**src/rtl/execute_cc_mreg.sv**
```systemverilog
// rtl/execute_cc_mreg.sv - Execute back half: condition codes, Cnd evaluation, cmov squash, E-to-M register
module execute_cc_mreg #(
    parameter int         DATA_W = 64,
    parameter logic [2:0] CC_RST = 3'b100
) (
    input  logic              clk,
    input  logic              reset_n,
    input  logic [2:0]        E_stat,
    input  logic [3:0]        E_icode,
    input  logic [3:0]        E_ifun,
    input  logic [DATA_W-1:0] E_valA,
    input  logic [3:0]        E_dstE,
    input  logic [3:0]        E_dstM,
    input  logic [DATA_W-1:0] alu_valE,
    input  logic              alu_overflow,
    input  logic [2:0]        m_stat,
    input  logic [2:0]        W_stat,
    input  logic              M_stall,
    input  logic              M_bubble,
    output logic              e_Cnd,
    output logic [3:0]        e_dstE,
    output logic [DATA_W-1:0] e_valE,
    output logic [2:0]        cc_out,
    output logic [2:0]        M_stat,
    output logic [3:0]        M_icode,
    output logic              M_Cnd,
    output logic [DATA_W-1:0] M_valE,
    output logic [DATA_W-1:0] M_valA,
    output logic [3:0]        M_dstE,
    output logic [3:0]        M_dstM
);
    localparam logic [3:0] I_NOP  = 4'h1;
    localparam logic [3:0] I_CMOV = 4'h2;
    localparam logic [3:0] I_OPQ  = 4'h6;
    localparam logic [3:0] I_JXX  = 4'h7;
    localparam logic [3:0] R_NONE = 4'hF;
    localparam logic [2:0] S_AOK  = 3'd1;
    localparam logic [2:0] S_HLT  = 3'd2;
    localparam logic [2:0] S_ADR  = 3'd3;
    localparam logic [2:0] S_INS  = 3'd4;

    logic [2:0]        r_cc;
    logic              w_zf, w_sf, w_of;
    logic              w_cnd;
    logic              w_m_exc, w_w_exc, w_set_cc;

    logic [2:0]        r_m_stat;
    logic [3:0]        r_m_icode;
    logic              r_m_cnd;
    logic [DATA_W-1:0] r_m_vale;
    logic [DATA_W-1:0] r_m_vala;
    logic [3:0]        r_m_dste;
    logic [3:0]        r_m_dstm;

    assign {w_zf, w_sf, w_of} = r_cc;

    // An older instruction that faulted downstream must not leave its successors' flags visible
    assign w_m_exc  = (m_stat == S_HLT) || (m_stat == S_ADR) || (m_stat == S_INS);
    assign w_w_exc  = (W_stat == S_HLT) || (W_stat == S_ADR) || (W_stat == S_INS);
    assign w_set_cc = (E_icode == I_OPQ) && !w_m_exc && !w_w_exc;

    always_ff @(posedge clk or negedge reset_n) begin
        if (!reset_n) begin
            r_cc <= CC_RST;
        end else if (w_set_cc) begin
            r_cc <= {(alu_valE == '0), alu_valE[DATA_W-1], alu_overflow};
        end
    end

    always_comb begin
        w_cnd = 1'b0;
        case (E_ifun)
            4'h0:    w_cnd = 1'b1;
            4'h1:    w_cnd = (w_sf ^ w_of) | w_zf;
            4'h2:    w_cnd = w_sf ^ w_of;
            4'h3:    w_cnd = w_zf;
            4'h4:    w_cnd = ~w_zf;
            4'h5:    w_cnd = ~(w_sf ^ w_of);
            4'h6:    w_cnd = ~(w_sf ^ w_of) & ~w_zf;
            default: w_cnd = 1'b0;
        endcase
    end

    assign e_Cnd  = ((E_icode == I_CMOV) || (E_icode == I_JXX)) ? w_cnd : 1'b0;
    assign e_dstE = ((E_icode == I_CMOV) && !w_cnd) ? R_NONE : E_dstE;
    assign e_valE = alu_valE;
    assign cc_out = r_cc;

    always_ff @(posedge clk or negedge reset_n) begin
        if (!reset_n) begin
            r_m_stat  <= S_AOK;
            r_m_icode <= I_NOP;
            r_m_cnd   <= 1'b0;
            r_m_vale  <= '0;
            r_m_vala  <= '0;
            r_m_dste  <= R_NONE;
            r_m_dstm  <= R_NONE;
        end else if (M_bubble) begin
            r_m_stat  <= S_AOK;
            r_m_icode <= I_NOP;
            r_m_cnd   <= 1'b0;
            r_m_vale  <= '0;
            r_m_vala  <= '0;
            r_m_dste  <= R_NONE;
            r_m_dstm  <= R_NONE;
        end else if (!M_stall) begin
            r_m_stat  <= E_stat;
            r_m_icode <= E_icode;
            r_m_cnd   <= e_Cnd;
            r_m_vale  <= alu_valE;
            r_m_vala  <= E_valA;
            r_m_dste  <= e_dstE;
            r_m_dstm  <= E_dstM;
        end
    end

    assign M_stat  = r_m_stat;
    assign M_icode = r_m_icode;
    assign M_Cnd   = r_m_cnd;
    assign M_valE  = r_m_vale;
    assign M_valA  = r_m_vala;
    assign M_dstE  = r_m_dste;
    assign M_dstM  = r_m_dstm;
endmodule

```
**config.mk**
```make
export PLATFORM = sky130hd
export DESIGN_NAME = execute_cc_mreg
export DESIGN_NICKNAME = d
export VERILOG_FILES = /design/src/rtl/execute_cc_mreg.sv
export SDC_FILE = /design/constraint.sdc
export NUM_CORES = 1
export LEC_CHECK = 0
export ABC_AREA = 1
export CAP_MARGIN = 20
export CORE_AREA = 2 2 146 148
export CTS_CLUSTER_DIAMETER = 40
export DETAILED_ROUTE_END_ITERATION = 6
export DIE_AREA = 0 0 148 150
export GPL_TIMING_DRIVEN = 0
export PLACE_DENSITY = 0.67
export SKIP_CTS_REPAIR_TIMING = 1
export SYNTH_ARGS = -nofsm -noshare
export SYNTH_HDL_FRONTEND = slang
export SYNTH_SLANG_ARGS = --single-unit
```
**constraint.sdc**
```tcl
create_clock -name clk -period 2.63 [get_ports clk]
set_input_delay 0.526 -clock clk [delete_from_list [all_inputs] [get_ports clk]]
set_output_delay 0.526 -clock clk [all_outputs]
set_load 0.1 [all_outputs]
```
**Word level (Yosys, flattened, before mapping)**

Cells that the tools add are included.

- Register bits after elaboration: 147
- Logic and storage cells: 59
- Memories: 0
- RAM bits: 0
- Bits in latches: 0
- Memory bits (read-only): 0
- Output and inout port bits: 216

- Bitwise logic cells: 5
- Divide/modulo/power cells: 0
- Equal/unequal tests: 16
- $add $sub $neg: 0
- Multiplexer cells: 17
- Magnitude comparators: 0
- Shift-type cells: 0
- Reduce and logical (&&, ||, !) cells: 13
- Multiply operators: 0

Operators with widths:

| cell | number |
|---|---|
| $mux 64 | 4 |
| $logic_not 64->1 | 1 |
| $mux 4 | 7 |
| $eq 4x3->1 const B | 5 |
| $eq 3x2->1 const B | 4 |
| $eq 4x2->1 const B | 3 |
| $pmux 1 s7 | 1 |
| $eq 3x3->1 const B | 2 |
| $mux 3 | 2 |
| $logic_or 1x1->1 | 5 |
| $eq 4x1->1 const B | 1 |
| $logic_not 4->1 | 1 |
| $logic_and 1x1->1 | 3 |
| $logic_not 1->1 | 3 |
| $mux 1 | 3 |
| $ne 2x1->1 const B | 1 |
| $not 1->1 | 2 |
| $and 1x1->1 | 1 |
| $or 1x1->1 | 1 |
| $xor 1x1->1 | 1 |

**Longest topological paths before layout**

- Depth in word-level cells: 9
- Mapped depth: 11

**Least setup slack after synthesis**

Ideal clock, no wire load.

- Path type: flip-flop to output port
- From: reg r_cc[0], in the netlist cc_out[0]
- To: out e_Cnd
- Buffers on the path: 0
- Required time: 2.104 ns
- Arrival: 2.687 ns
- Stages on the path, launching flop included: 9
- Path slack: -0.583 ns
- Cell sequence: dfrtp_1 inv_1 nand2_1 nand2_1 nand2_1 nand2_1 nand2_1 nand2_1 nor2_1

- Word-level cells in the longest chain between the ends: 5

RTL lines:

| element | line | source |
|---|---|---|
| start, declared | 42 | `logic [2:0] r_cc;` |
| start signal, assigned | 66 | `r_cc <= {(alu_valE == '0), alu_valE[DATA_W-1], alu_overflow};` |
| $xor 1x1->1 * | - |  |
| $not 1->1 | 78, 79 |  |
| $and 1x1->1 | 79 | `4'h6: w_cnd = ~(w_sf ^ w_of) & ~w_zf;` |
| $pmux 1 s7 * | 72 | `case (E_ifun)` |
| $mux 1 * | 84 | `assign e_Cnd = ((E_icode == I_CMOV) \|\| (E_icode == I_JXX)) ? w_cnd : 1'b0;` |
| end, declared | 20 | `output logic e_Cnd,` |

Mark *: on every way between the ends. The rest lies on a longest branch, timed or not.

**Worst setup path in the final report**

- From: in E_ifun[0]
- To: out e_dstE[1]

- Word-level cells in the longest chain between the ends: 5

RTL lines:

| element | line | source |
|---|---|---|
| start, declared | 10 | `input logic [3:0] E_ifun,` |
| $eq 4x3->1 (tied with other cells) | 72 |  |
| $pmux 1 s7 * | 72 |  |
| $logic_not 1->1 * | 85 | `assign e_dstE = ((E_icode == I_CMOV) && !w_cnd) ? R_NONE : E_dstE;` |
| $logic_and 1x1->1 * | 85 |  |
| $mux 4 * | 85 |  |
| end, declared | 21 | `output logic [3:0] e_dstE,` |

Marks and branches as above.

==> run metrics <==
status=complete, no violations; Fmax=0.3964 GHz; Nets=1,165; xor and xnor area share after synthesis=0%; clock latency on the worst-skew pair=0.41 ns; fraction of layout cells with a size suffix above 1=about an eighth; clock root cell=clkbuf_16; skew final=0.007064 ns; Sequential Power Share=34.1%; Synth top area share=54.65%; worst r2r path cells=9; Max-Cap Viols=0; min cycle time layout=roughly 2.5 ns; largest net degree at the start of global routing=between 70 and 80; initial antenna violation count=0; maximum vdd drop=0.0003803 V; CORE AREA=20,690 sq um; gr ovfl total=0; Setup crit start kind=input port; most area-consuming cells after synthesis=dfrtp_1, a22o_1, buf_4, nand2_1, inv_1; most common cell after layout, fill and taps aside=clkdlybuf4s50_1; cts bufs inserted=17; Critical Path Fanout Max=4; Power Total=7.257 mW; Antenna Cells=0; mean routed wirelength per cell=16.97 um; Synth area leader=dfrtp_1; clk sink count=147; Clk pwr share=32.0%; cell total after placement=around 1,300; Top-Level Pins=374; Power per Cell Area=about 650 nW/um^2; largest family of logic cells by synthesized area=compound AO/OA/AOI/OAI gates; crit share post-route=95.92%; chip height=150 um; simple logic cell fraction of the synthesized area=about a tenth; Post-Syn Area=6227 sq um; Non-Filler Instances=1,295; vias per cell=4.436; register area share after synthesis=59.29%; worst r2r src=cc_out[2]; dpl hpwl=16.91 mm; Final setup viols=0; Area after DPL=10,330 sq um; Hold Crit Class=in2async; P_leak=5.588 nW; Net Sw Power=2.921 mW; Max clock buf depth=2; RR Endpoint=M_dstE[3]; Seq cells post-synth=approximately 150; FP Rows=53; Final Hold Fails=0; final cell area excluding filler cells=11,090 sq um; full die area=approximately 22,000 sq um; Overall Global Routing Usage=around a fifth; initial drt markers=196; RSZ-0062 raised after global routing=false; Worst EP required=2.10 ns; logic gate share of total power=approximately 34%; Pre-antenna DRT Iters=4; Net Sw Frac=40.26%; H-tree levels=4; CTS tree=done; Area Overhead vs Synth=78.16%; PortBufs=between 300 and 400; kind of end point of the critical path=output pin; most frequent cells in the layout=clkdlybuf4s50_1, dfrtp_1, nand2_1; Netlist cell types=25; Synth Instances=a little over 600; Internal=around 4.3 mW; Syn Nets=773; Worst Path Arrival=approximately 2.0 ns; mux cell area share after synthesis=0%; yosys warns=0; Slew @ Worst Pin=1.053 ns; Routed Wire Length=around 22 mm; Post-Synth Adder-Cell Area=0%; post-synthesis compound-gate area fraction=between 15 and 20%; Die Wd=148 um; final max-slew violation count=0; Worst-path clk slew=0.07 ns; post-route ant nets=0; # DRC=0; vias in the first global route=5,878; first-pass GRT wire length=approximately 33 mm; Initial Util=30.10%; via count of the routed design=5,744; gpl congestion=between 0.7 and 0.8; Slew headroom=29.67%; worst setup path category=in2out; Post-Syn Area per Cell=between 10 and 15 sq um; Reg2Reg Setup Slack=1.15 ns
-- synthesized netlist by cell type (all sizes together) --
library cell and instances:
clkbuf 15, nand3 1, dfstp 11, a211oi 2, nand3b 1, inv 81, buf 78, nand2 103
o21bai 1, o22a 5, a22o 67, nor3 2, and2 1, a21oi 6, o21ai 67, nor2 22
dfrtp 136, nand4 16
-- registers in the layout (all words and copies together), names as in the netlist --
| name | count |
|---|---|
| M_dstM | 4 |
| cc_out | 3 |
| M_valA | 64 |
| M_stat | 3 |
| M_dstE | 4 |
| M_valE | 64 |
| M_Cnd | 1 |
| M_icode | 4 |
-- worst max-delay path, cell delays in order --
cell and delay, ns:
clkdlybuf4s50_1 0.51, inv_1 0.07, nand2_1 0.08, nand3_1 0.07, nor2_1 0.10, nor2_1 0.06
nand2_2 0.11, nand2_2 0.10, nand2_1 0.12, buf_6 0.24
-- metrics by stage --
| stage | TNS (ns) | utilization, % | worst slack [ns] | hold WS, ns |
|---|---|---|---|---|
| 5_1_grt | 0 | 53.62 | 0.001208 | 0.1457 |
| 3_5_place_dp | -13.40 | 49.92 | -0.9266 | 0.4725 |
| 2_1_floorplan | -0.4101 | - | -0.1114 | 0.2304 |
| 3_3_place_gp | -748.24 | 49.78 | -5.158 | 0.4656 |
| 6_report | 0 | 53.62 | 0.1073 | 0.1059 |
| 4_1_cts | -13.97 | 52.62 | -0.9424 | 0.1332 |
-- power groups by stage --
stage	Clock (mW)	Sequential [mW]	Combinational, mW
2_1_floorplan	0	3.48	0.712
3_3_place_gp	0	2.51	2.47
3_5_place_dp	0	2.51	2.48
4_1_cts	2.38	2.47	2.48
5_1_grt	2.48	2.49	2.55
6_report	2.32	2.47	2.46
-- logic make-up after synthesis --
group | after synthesis
AOI/OAI and AO/OA | 148
buffers and inverters | 174
DFF | 147
and+or+nand+nor | 146
-- worst max-delay path by stage --
stage                             to  cells past startpoint      start  slack, ns
after floorplan                e_Cnd                      8  cc_out[0]      -0.11
after global placement    M_valA[43]                      1    reset_n      -5.16
after detailed placement   e_dstE[3]                     10  E_ifun[0]      -0.93
after CTS                  e_dstE[2]                     10  E_ifun[0]      -0.94
after global routing       e_dstE[3]                      9  E_ifun[0]      0.001
final                      e_dstE[1]                     10  E_ifun[0]       0.11
-- layout make-up --
type | instances | area, sq um
Clock inverter | 14 | 118.9
Inverter | 81 | 304.0
Multi-Input combinational cell | 294 | 1642
Clock buffer | 18 | 439.2
Sequential cell | 147 | 3692
Buffer | 93 | 604.3
Timing Repair Buffer | 373 | 3950
Tap cell | 275 | 344.1
Fill cell | 1889 | 9595
-- layer usage --
metal | track usage, % | wire, um | vias up
met2 | 32.82 | 10810 | 253
met3 | 6.585 | 1901 | 16
met4 | 4.905 | 239 | 0
li1 | - | - | 2769
met5 | 0 | 0 | -
met1 | 23.80 | 9024 | 2706
No activity file was read; power rests on OpenSTA's default activity.
